==> config.mk <==
export PLATFORM = sky130hd
export DESIGN_NAME = instr_fetch
export DESIGN_NICKNAME = d
export VERILOG_FILES = /design/src/rtl/instr_fetch.sv
export SDC_FILE = /design/constraint.sdc
export NUM_CORES = 1
export LEC_CHECK = 0
export ABC_AREA = 1
export BUFFER_PORTS_ARGS = -buffer_cell sky130_fd_sc_hd__buf_2
export CELL_PAD_IN_SITES_DETAIL_PLACEMENT = 1
export CELL_PAD_IN_SITES_GLOBAL_PLACEMENT = 1
export CORE_MARGIN = 2
export CORE_UTILIZATION = 31
export CTS_CLUSTER_DIAMETER = 50
export DETAILED_ROUTE_END_ITERATION = 8
export MAX_ROUTING_LAYER = met4
export PLACE_DENSITY_LB_ADDON = 0.08
export SETUP_SLACK_MARGIN = 0.05
export SLEW_MARGIN = 0
export SYNTH_ARGS = -nofsm -noshare
export SYNTH_HDL_FRONTEND = slang
export SYNTH_SLANG_ARGS = --single-unit
export TNS_END_PERCENT = 20
==> constraint.sdc <==
create_clock -name clk -period 1.8 [get_ports clk]
set_input_delay 0.27 -clock clk [delete_from_list [all_inputs] [get_ports clk]]
set_output_delay 0.27 -clock clk [all_outputs]
set_load 0.05 [all_outputs]
==> src/rtl/instr_fetch.sv <==
// ============================================================================
// Module   : instr_fetch
// Purpose  : Fetch stage that reads one instruction word per request and
//            presents it with pre-split fields to decode via valid/ready.
// Revision : 1.0
// ============================================================================
`default_nettype none

module instr_fetch #(
  parameter int RD_LATENCY = 1
) (
  input  logic        clk,
  input  logic        reset,
  input  logic        i_fetch_req,
  input  logic [15:0] i_pc,
  input  logic        i_flush,
  output logic        o_busy,
  output logic [15:0] o_mem_addr,
  output logic        o_mem_rd,
  input  logic [15:0] i_mem_rddata,
  output logic        o_instr_valid,
  input  logic        i_instr_ready,
  output logic [15:0] o_instr,
  output logic [4:0]  o_opcode,
  output logic [2:0]  o_rx,
  output logic [2:0]  o_ry,
  output logic [15:0] o_imm8,
  output logic [15:0] o_imm11,
  output logic        o_misaligned
);

  localparam logic [2:0] C_LAT = 3'(RD_LATENCY);

  typedef enum logic [1:0] {
    IDLE = 2'd0,
    REQ  = 2'd1,
    WAIT = 2'd2,
    HOLD = 2'd3
  } state_t;

  state_t      state_q;
  logic [2:0]  cnt_q;
  logic        discard_q;
  logic        busy_q;
  logic [15:0] mem_addr_q;
  logic        mem_rd_q;
  logic        valid_q;
  logic [15:0] instr_q;
  logic        mis_q;
  logic        accept_d;

  // A new fetch starts from IDLE, or straight out of HOLD when the held word
  // is consumed in the same cycle; flush always wins.
  assign accept_d = i_fetch_req && !i_flush &&
                    ((state_q == IDLE) || ((state_q == HOLD) && i_instr_ready));

  always_ff @(posedge clk or negedge reset) begin
    if (!reset) begin
      state_q    <= IDLE;
      cnt_q      <= 3'd0;
      discard_q  <= 1'b0;
      busy_q     <= 1'b0;
      mem_addr_q <= 16'h0000;
      mem_rd_q   <= 1'b0;
      valid_q    <= 1'b0;
      instr_q    <= 16'h0000;
      mis_q      <= 1'b0;
    end else begin
      mem_rd_q <= 1'b0;
      if (accept_d) begin
        mem_addr_q <= {i_pc[15:1], 1'b0};
        mis_q      <= i_pc[0];
        mem_rd_q   <= 1'b1;
        busy_q     <= 1'b1;
        state_q    <= REQ;
      end
      case (state_q)
        IDLE: begin
          discard_q <= 1'b0;
        end
        REQ: begin
          cnt_q   <= C_LAT;
          state_q <= WAIT;
          if (i_flush) begin
            discard_q <= 1'b1;
          end
        end
        WAIT: begin
          cnt_q <= cnt_q - 3'd1;
          if (cnt_q == 3'd1) begin
            // The bus read cannot be cancelled, so the word always lands.
            instr_q <= i_mem_rddata;
            if (discard_q || i_flush) begin
              discard_q <= 1'b0;
              busy_q    <= 1'b0;
              state_q   <= IDLE;
            end else begin
              valid_q <= 1'b1;
              state_q <= HOLD;
            end
          end else if (i_flush) begin
            discard_q <= 1'b1;
          end
        end
        HOLD: begin
          if (i_flush || i_instr_ready) begin
            valid_q <= 1'b0;
            if (!accept_d) begin
              busy_q  <= 1'b0;
              state_q <= IDLE;
            end
          end
        end
        default: begin
          busy_q  <= 1'b0;
          valid_q <= 1'b0;
          state_q <= IDLE;
        end
      endcase
    end
  end

  assign o_busy        = busy_q;
  assign o_mem_addr    = mem_addr_q;
  assign o_mem_rd      = mem_rd_q;
  assign o_instr_valid = valid_q;
  assign o_instr       = instr_q;
  assign o_misaligned  = mis_q;
  assign o_opcode      = instr_q[4:0];
  assign o_rx          = instr_q[7:5];
  assign o_ry          = instr_q[10:8];
  assign o_imm8        = {{8{instr_q[15]}}, instr_q[15:8]};
  assign o_imm11       = {{5{instr_q[15]}}, instr_q[15:5]};

endmodule

`default_nettype wire

==> results.py, run 1 <==
metrics = {
    "clock_tree": {
        "postCtsHoldBufs": 0,
        "cts_tree": "yes",
        "root_buffer": "clkbuf_8",
        "cts_buffers": 5,
        "clock_latency_ns": 0.28,
        "cts_setup_buffers": 0,
        "cts_max_level": 2,
        "cts_resized": 0,
        "clock_sinks": 41,
        "cts.clk_slew.worst_paths_ns": 0.08,
        "cts_buffer_depth": 2,
    },
    "logic_synthesis": {
        "ys_top_cells_by_area": "dfrtp_1 (47%), nand2_1 (18%), buf_4 (15%)",
        "postSynthAreaPerCell_um2": 8.28,
        "syn-cell-area_um2": 2190,
        "synthDistinctLibCells": 19,
        "yosysTopAreaCell": "dfrtp_1",
        "synthDominantCellAreaShare_pct": 46.9,
        "synth_edf_count": 0,
        "synth-warning-count": 0,
        "synth_most_common_cell": "nand2_1",
        "yosys-top-cells-count": "nand2_1 (103), buf_4 (44), dfrtp_1 (41), nand3_1 (20), inv_1 (14)",
        "ys_ff_latch": 41,
        "synthArstFlopShare_pct": 100,
        "ys_seq_area_share_pct": 46.9,
        "syn_nets": 308,
        "ys.flop_type": "dfrtp_1",
        "syn_inst": 264,
    },
    "global_routing": {
        "grt_pass1_vias": 1746,
        "grt_pass1_wl_um": 8390,
        "grt_overflow": 0,
        "grt_antenna_before_repair": 0,
        "grt_usage_pct": 14.4,
        "grt_max_degree": 42,
    },
    "setup_path": {
        "reg2reg_slack_ns": 0.30,
        "slowest_delay_ns": 0.39,
        "crit_fanout": 19,
        "worstPathRequired_ns": 1.98,
        "arrival_ns": 1.68,
        "worstRegToRegCells": 9,
        "reg2reg_to": "state_q[0]$_DFF_PN0_",
        "cp-start-kind": "register",
        "worstPathCellList": "inv_1 > ha_1 > inv_1 > nand2_2 > nand2_2 > buf_4 > nand3_1 > nand2_1 > nand2_1",
        "reg2reg_from": "state_q[0]$_DFF_PN0_",
        "crit_start": "state_q[0]$_DFF_PN0_",
        "crit_path_end_kind": "register",
        "critPathKind": "reg -> reg",
        "crit_family": "buffers and inverters",
        "worst_path_max_delay_cell": "dfrtp_1",
        "worst-path-buf-inv": 3,
    },
    "sta": {
        "fin_tns_setup_ns": 0,
        "max_slew.worst_pin.slew_ns": 0.546,
        "drv_slew": 0,
        "rsz0062_at_grt": "false",
        "hold_viol": 0,
        "skew_ns": 0.00200,
        "fmax_mhz": 667,
        "setup_viol_count_final": 0,
        "fin_hold_ws_ns": 0.0400,
        "slew_headroom_pct": 63.6,
        "timing.final.crit_share_pct": 83.3,
        "fin_crit_ns": 1.50,
    },
    "floorplan": {
        "fp.dieW_um": 88.0,
        "core_um2": 6790,
        "pin_count": 116,
        "num_rows": 30,
        "die_y_um": 88.0,
        "die_area_um2": 7740,
        "initial_core_util_pct": 32.2,
    },
    "final_layout": {
        "nets": 383,
        "diodes": 0,
        "design_area_um2": 2630,
        "nFillCells": 859,
        "drive_above_1_share_pct": 39.8,
        "area_growth_pct": 20.2,
    },
    "detailed_routing": {
        "viasPerCell": 4.15,
        "drtPass1Iterations": 4,
        "vias": 1804,
        "wl_per_cell_um": 12.0,
        "totalWireLength_um": 5230,
        "detail-route-antenna-nets": 0,
        "drc": 0,
        "drt_iter0_drc": 62,
    },
    "placed_design": {
        "hpwlAfterDp_um": 3840,
        "postPlaceCellArea_um2": 2520,
        "gp_congestion": 0.743,
        "io_buffers": 114,
    },
    "run_status": {
        "status": "completed",
    },
    "run": {
        "maxCapViolCount": 0,
    },
    "hold_path": {
        "min_path_type": "in -> async",
    },
}
-- layout by cell type (no fill, tap or decap), types with 3 or more instances in the layout --
| cell | n |
|---|---|
| a21oi_1 | 3 |
| buf_2 | 114 |
| buf_4 | 6 |
| clkbuf_8 | 5 |
| dfrtp_1 | 41 |
| ha_1 | 7 |
| inv_1 | 14 |
| nand2_1 | 103 |
| nand2_2 | 6 |
| nand3_1 | 20 |
| nor2_1 | 7 |
| o21ai_0 | 6 |
-- sequential cells by signal, indices dropped and copies added (netlist names) --
name / cells
cnt_q: 3
discard_q: 1
o_busy: 1
o_instr: 16
o_instr_valid: 1
o_mem_addr: 15
o_mem_rd: 1
o_misaligned: 1
state_q: 2
-- stage by stage --
| step | setup WS [ns] | util (%) | instances |
|---|---|---|---|
| floorplan | 0.380 | - | 264 |
| global placement | 0.352 | 37.2 | 428 |
| detailed placement | 0.289 | 37.2 | 428 |
| CTS | 0.269 | 38.7 | 435 |
| global route | 0.111 | 38.7 | 435 |
| finish | 0.301 | 38.7 | 435 |
-- metal layers --
metal / wire (um) / vias to the layer above / part of all wire, % / track usage [%]
li1: - / 909 / - / -
met1: 2220 / 824 / 43 / 17.2
met2: 2540 / 69 / 49 / 24.2
met3: 432 / 2 / 8.3 / 3.77
met4: 30 / 0 / 0.57 / 3.78
met5: 0 / - / 0 / -
-- cells by family after synthesis --
group | after synthesis | synth area share (%)
flip-flops | 41 | 46.9
AO/OA/AOI/OAI | 10 | 2.35
buffers and inverters | 67 | 20.8
other | 1 | 0.171
adder cells (fa/ha/maj) | 7 | 4.00
AND/OR/NAND/NOR | 138 | 25.8
-- layout make-up --
class,instances,area [um^2],area share [%]
multi-input cells,156,707,26.9
clock inverters,2,35.0,1.33
well taps,96,120,4.57
clock buffers,5,68.8,2.62
inverters,15,56.3,2.14
flip-flops and latches,41,1030,39.0
repair buffers,120,616,23.4
-- worst register-to-register path: cells and delay by family (launching register included) --
kind,cells,cell delay [ns]
flip-flops,1,0.39
adder cells (fa/ha/maj),1,0.22
buffers and inverters,3,0.42
AND/OR/NAND/NOR,5,0.36
-- how the worst max path moves through the flow --
stage	to	slack (ns)	depth (start not counted)
final	state_q[0]$_DFF_PN0_	0.30	9
after global routing	o_instr_valid$_DFFE_PN0P_	0.11	7
after CTS	state_q[0]$_DFF_PN0_	0.27	9
after detailed placement	state_q[0]$_DFF_PN0_	0.29	9
after global placement	state_q[0]$_DFF_PN0_	0.35	9
after floorplan	o_imm11[11]	0.38	1
Power of run 1 is left out: the tool's default activity adds up to more than one toggle a clock period on the data nets, which glitch-free logic cannot reach.
==> run 2: changes to the inputs <==
CORE_UTILIZATION = 28   (was 31)
clock period = 1.3 ns   (was 1.8 ns; I/O delays follow)
==> results.py, run 2 (synthesis results as in run 1) <==
metrics = {
    "detailed_routing": {
        "totalWireLength_um": 5740,
        "drt_iter0_drc": 49,
        "detail-route-antenna-nets": 0,
        "vias": 1930,
        "viasPerCell": 4.21,
        "drc": 0,
        "drtPass1Iterations": 4,
        "wl_per_cell_um": 12.5,
    },
    "global_routing": {
        "grt_usage_pct": 14.0,
        "grt_overflow": 0,
        "grt_antenna_before_repair": 0,
        "grt_pass1_wl_um": 9100,
        "grt_max_degree": 42,
        "grt_pass1_vias": 1888,
    },
    "placed_design": {
        "io_buffers": 114,
        "pre_cts_ws_ns": -0.156,
        "dp.cells": 443,
        "gp_congestion": 0.800,
        "postPlaceCellArea_um2": 2640,
        "hpwlAfterDp_um": 4110,
    },
    "floorplan": {
        "die_area_um2": 8530,
        "die_y_um": 92.4,
        "fp.dieW_um": 92.4,
        "num_rows": 32,
        "pin_count": 116,
        "core_um2": 7650,
        "initial_core_util_pct": 28.6,
    },
    "clock_tree": {
        "clock_latency_ns": 0.29,
        "cts.clk_slew.worst_paths_ns": 0.08,
        "cts_tree": "yes",
        "cts_buffer_depth": 2,
        "root_buffer": "clkbuf_8",
        "cts_max_level": 2,
        "cts_buffers": 5,
        "clock_sinks": 41,
    },
    "sta": {
        "hold_viol": 0,
        "final.setup.worst_slack_ns": -0.0197,
        "skew_ns": 0.00274,
        "drv_slew": 0,
        "fin_crit_ns": 1.32,
        "setup_viol_count_final": 14,
        "rsz0062_at_grt": "true",
        "fin_hold_ws_ns": 0.0893,
        "timing.final.crit_share_pct": 102,
        "fmax_mhz": 758,
    },
    "final_layout": {
        "fin_cells": 458,
        "drive_above_1_share_pct": 48.0,
        "diodes": 0,
        "design_area_um2": 2970,
        "nets": 400,
        "final_cell_mix": "buf_2 (106), nand2_1 (97), dfrtp_1 (40)",
        "largest_register_ffs": 16,
        "mostFrequentLayoutCell": "buf_2",
        "area_growth_pct": 35.6,
    },
    "setup_path": {
        "crit_fanout": 6,
        "cp-start-kind": "register",
        "arrival_ns": 1.51,
        "worstPathCellList": "inv_2 > ha_4 > inv_2 > nand2_4 > nand2_4 > buf_6 > buf_8 > nand2_2 > nand2_1",
        "slowest_delay_ns": 0.42,
        "worst_path_max_delay_cell": "dfrtp_1",
        "worstPathRequired_ns": 1.49,
        "critPathKind": "reg -> reg",
        "crit_path_end_kind": "register",
    },
    "run_status": {
        "violations": "negative setup slack",
        "status": "finished with violations",
    },
    "hold_path": {
        "min_path_type": "in -> reg",
    },
    "run": {
        "maxCapViolCount": 0,
    },
}
==> run 2: cell count changes in the layout (fill, tap and decap cells not counted), moves of 4 or more <==
cell     before  now
buf_6         0    5
nand2_1     103   97
ha_1          7    2
nand2_2       6   10
buf_2       114  106
buf_4         6   19
==> run 2: final cells by class <==
| type | count | area (um^2) |
|---|---|---|
| clock buffer | 6 | 82.6 |
| clock inverter | 1 | 7.51 |
| fill | 956 | 4680 |
| inverter | 15 | 58.8 |
| multi-input combinational | 156 | 812 |
| sequential | 41 | 1030 |
| tap | 102 | 128 |
| timing repair buffer | 137 | 850 |
==> run 2: critical path, delay by kind of cell, from the launching register on <==
family | cells | cell delay, ns
adder cells (fa/ha/maj) | 1 | 0.15
flip-flops | 1 | 0.42
AND/OR/NAND/NOR | 4 | 0.24
buffers and inverters | 4 | 0.43
==> run 2: routing by layer <==
layer  global-route usage (%)  wire length, um
met1                     16.7             2520
met2                     23.5             2840
met3                     3.17              347
met4                     4.10               30
met5                        -                0
==> run 2: timing repair <==
action,CTS,global route
setup buffers,6,2
resized for setup,33,21
setup endpoints to repair,57,56
pin swaps,15,5
hold buffers,1,0
cloned,1,0
endpoints found under the hold margin,41,0
==> run 2: final timing paths <==
path / startpoint / end / slack [ns] / cells past startpoint
max: state_q[0]$_DFF_PN0_ / o_mem_addr[8]$_DFFE_PN0P_ / -0.02 / 9
min: i_pc[1] / o_mem_addr[1]$_DFFE_PN0P_ / 0.09 / 3
max reg2reg: state_q[0]$_DFF_PN0_ / o_mem_addr[8]$_DFFE_PN0P_ / -0.02 / 9
min reg2reg: o_mem_addr[14]$_DFFE_PN0P_ / o_mem_addr[14]$_DFFE_PN0P_ / 0.48 / 2
max in group asynchronous: reset / o_instr[15]$_DFFE_PN0P_ / 0.69 / 3
min in group asynchronous: reset / o_instr[9]$_DFFE_PN0P_ / 0.40 / 3
==> run 2: through the flow <==
step           setup TNS [ns]  utilization, %
3_5_place_dp            -3.23            34.5
4_1_cts              -0.00438            38.1
2_1_floorplan         -0.0422               -
5_1_grt                 -3.12            38.8
3_3_place_gp            -1.04            34.5
6_report               -0.119            38.8
Power of run 2 is left out for the same reason.
==> run 3: changes to the inputs <==
BUFFER_PORTS_ARGS = -buffer_cell sky130_fd_sc_hd__buf_4   (was -buffer_cell sky130_fd_sc_hd__buf_2)
==> results.py, run 3 (synthesis results as in run 1) <==
metrics = {
    "hold_path": {
        "worstHoldStart": "i_pc[3]",
        "hold_end": "o_mem_addr[3]$_DFFE_PN0P_",
        "holdPathStages": 3,
        "min_path_type": "in -> reg",
    },
    "sta": {
        "skew_ns": 0.00674,
        "final.setup.worst_slack_ns": 0.0124,
        "timing.final.crit_share_pct": 99.0,
        "hold_viol": 0,
        "slew_headroom_pct": 63.9,
        "setup_viol_count_final": 0,
        "max_slew.worst_pin.slew_ns": 0.539,
        "rsz0062_at_grt": "true",
        "fmax_mhz": 777,
        "fin_crit_ns": 1.29,
        "drv_slew": 0,
    },
    "setup_path": {
        "worstRegToRegCells": 9,
        "worst_path_max_delay_cell": "dfrtp_1",
        "worst-path-buf-inv": 4,
        "arrival_ns": 1.53,
        "reg2reg_from": "state_q[0]$_DFF_PN0_",
        "reg2reg_to": "o_mem_addr[2]$_DFFE_PN0P_",
        "reg2reg_slack_ns": 0.01,
        "critPathKind": "reg -> reg",
        "path_depth": 9,
        "crit_family": "buffers and inverters",
        "slowest_delay_ns": 0.41,
        "cp-start-kind": "register",
        "worstPathCellList": "inv_2 > ha_4 > inv_2 > nand2_4 > nand2_8 > inv_8 > clkbuf_16 > nand2_1 > nand2_1",
        "worstPathRequired_ns": 1.54,
        "crit_path_end_kind": "register",
        "crit_fanout": 8,
    },
    "clock_tree": {
        "cts_tree": "yes",
        "cts_buffer_depth": 2,
        "cts.clk_slew.worst_paths_ns": 0.09,
        "clock_latency_ns": 0.29,
        "cts_max_level": 2,
        "root_buffer": "clkbuf_8",
        "cts_buffers": 5,
        "clock_sinks": 41,
    },
    "detailed_routing": {
        "drc": 0,
        "drt_iter0_drc": 59,
        "vias": 1926,
        "detail-route-antenna-nets": 0,
        "wl_per_cell_um": 13.0,
        "totalWireLength_um": 5970,
        "viasPerCell": 4.19,
        "drtPass1Iterations": 4,
    },
    "floorplan": {
        "initial_core_util_pct": 28.6,
        "fp.dieW_um": 92.4,
        "die_area_um2": 8530,
        "core_um2": 7650,
        "die_y_um": 92.4,
        "pin_count": 116,
        "num_rows": 32,
    },
    "final_layout": {
        "seqCellArea_um2": 1030,
        "fin_cells": 460,
        "nets": 401,
        "drive_above_1_share_pct": 50.8,
        "area_growth_pct": 50.6,
        "multi_input_area_um2": 831,
        "final_cell_mix": "buf_4 (127), nand2_1 (89), dfrtp_1 (40)",
        "nFillCells": 924,
        "diodes": 0,
        "largest_register_ffs": 16,
        "mostFrequentLayoutCell": "buf_4",
    },
    "run": {
        "maxCapViolCount": 0,
    },
    "global_routing": {
        "grt_max_degree": 22,
        "grt_pass1_vias": 1882,
        "grt_antenna_before_repair": 0,
        "grt_overflow": 0,
        "grt_usage_pct": 14.1,
        "grt_pass1_wl_um": 9380,
    },
    "placed_design": {
        "pre_cts_ws_ns": -0.113,
        "gp_congestion": 0.813,
        "dp.cells": 444,
        "io_buffers": 114,
        "hpwlAfterDp_um": 4360,
    },
    "run_status": {
        "status": "completed",
    },
}
## run 3: cell types whose count changed in the layout (fill, tap and decap cells not counted), sizes merged
cell / change
clkbuf: +2
clkinv: +2
buf: -1
clkinvlp: -1
## run 3: worst min-delay path: stages
cell and delay [ns]:
buf_4 0.08, nand2_1 0.04, nand2_1 0.04
## run 3: how the worst max path moves through the flow
| stage | start | end | slack (ns) |
|---|---|---|---|
| global route | state_q[0]$_DFF_PN0_ | o_instr_valid$_DFFE_PN0P_ | -0.05 |
| global placement | state_q[0]$_DFF_PN0_ | o_instr_valid$_DFFE_PN0P_ | -0.03 |
| floorplan | state_q[0]$_DFF_PN0_ | o_mem_addr[10]$_DFFE_PN0P_ | -0.007 |
| CTS | state_q[0]$_DFF_PN0_ | o_mem_addr[1]$_DFFE_PN0P_ | 0.008 |
| detailed placement | state_q[0]$_DFF_PN0_ | o_busy$_DFF_PN0_ | -0.11 |
| finish | state_q[0]$_DFF_PN0_ | o_mem_addr[2]$_DFFE_PN0P_ | 0.01 |
## run 3: per-layer routing
metal	vias up	share of wire [%]	global-route usage (%)
met4	0	1.2	4.10
met3	7	5.2	2.69
met5	-	0	-
li1	953	-	-
met2	64	48	23.5
met1	902	45	17.6
## run 3: timing repair
action,in CTS,in global routing
buffers inserted,2,2
resized for setup,17,28
cloned,0,3
hold buffers,1,0
endpoints found under the hold margin,19,0
endpoints found under the setup margin,57,55
pin swaps,0,10
## run 3: final cells by class
cell class / count / share of cell area, %
clock inverter: 2 / 0.418
sequential: 41 / 31.2
timing repair buffer: 138 / 34.8
multi-input combinational: 156 / 25.2
tap: 102 / 3.88
clock buffer: 6 / 2.51
inverter: 15 / 1.94
## run 3: through the flow
| stage | area [um^2] | TNS [ns] | hold WS, ns | utilization [%] |
|---|---|---|---|---|
| 4_1_cts | 3110 | 0 | 0.0814 | 40.7 |
| 6_report | 3290 | 0 | 0.0882 | 43.1 |
| 2_1_floorplan | 2190 | -0.0422 | -0.101 | - |
| 5_1_grt | 3290 | -1.71 | 0.0798 | 43.1 |
| 3_3_place_gp | 2930 | -0.0653 | 0.112 | 38.3 |
| 3_5_place_dp | 2930 | -1.70 | 0.115 | 38.3 |
Power of run 3 is left out for the same reason.
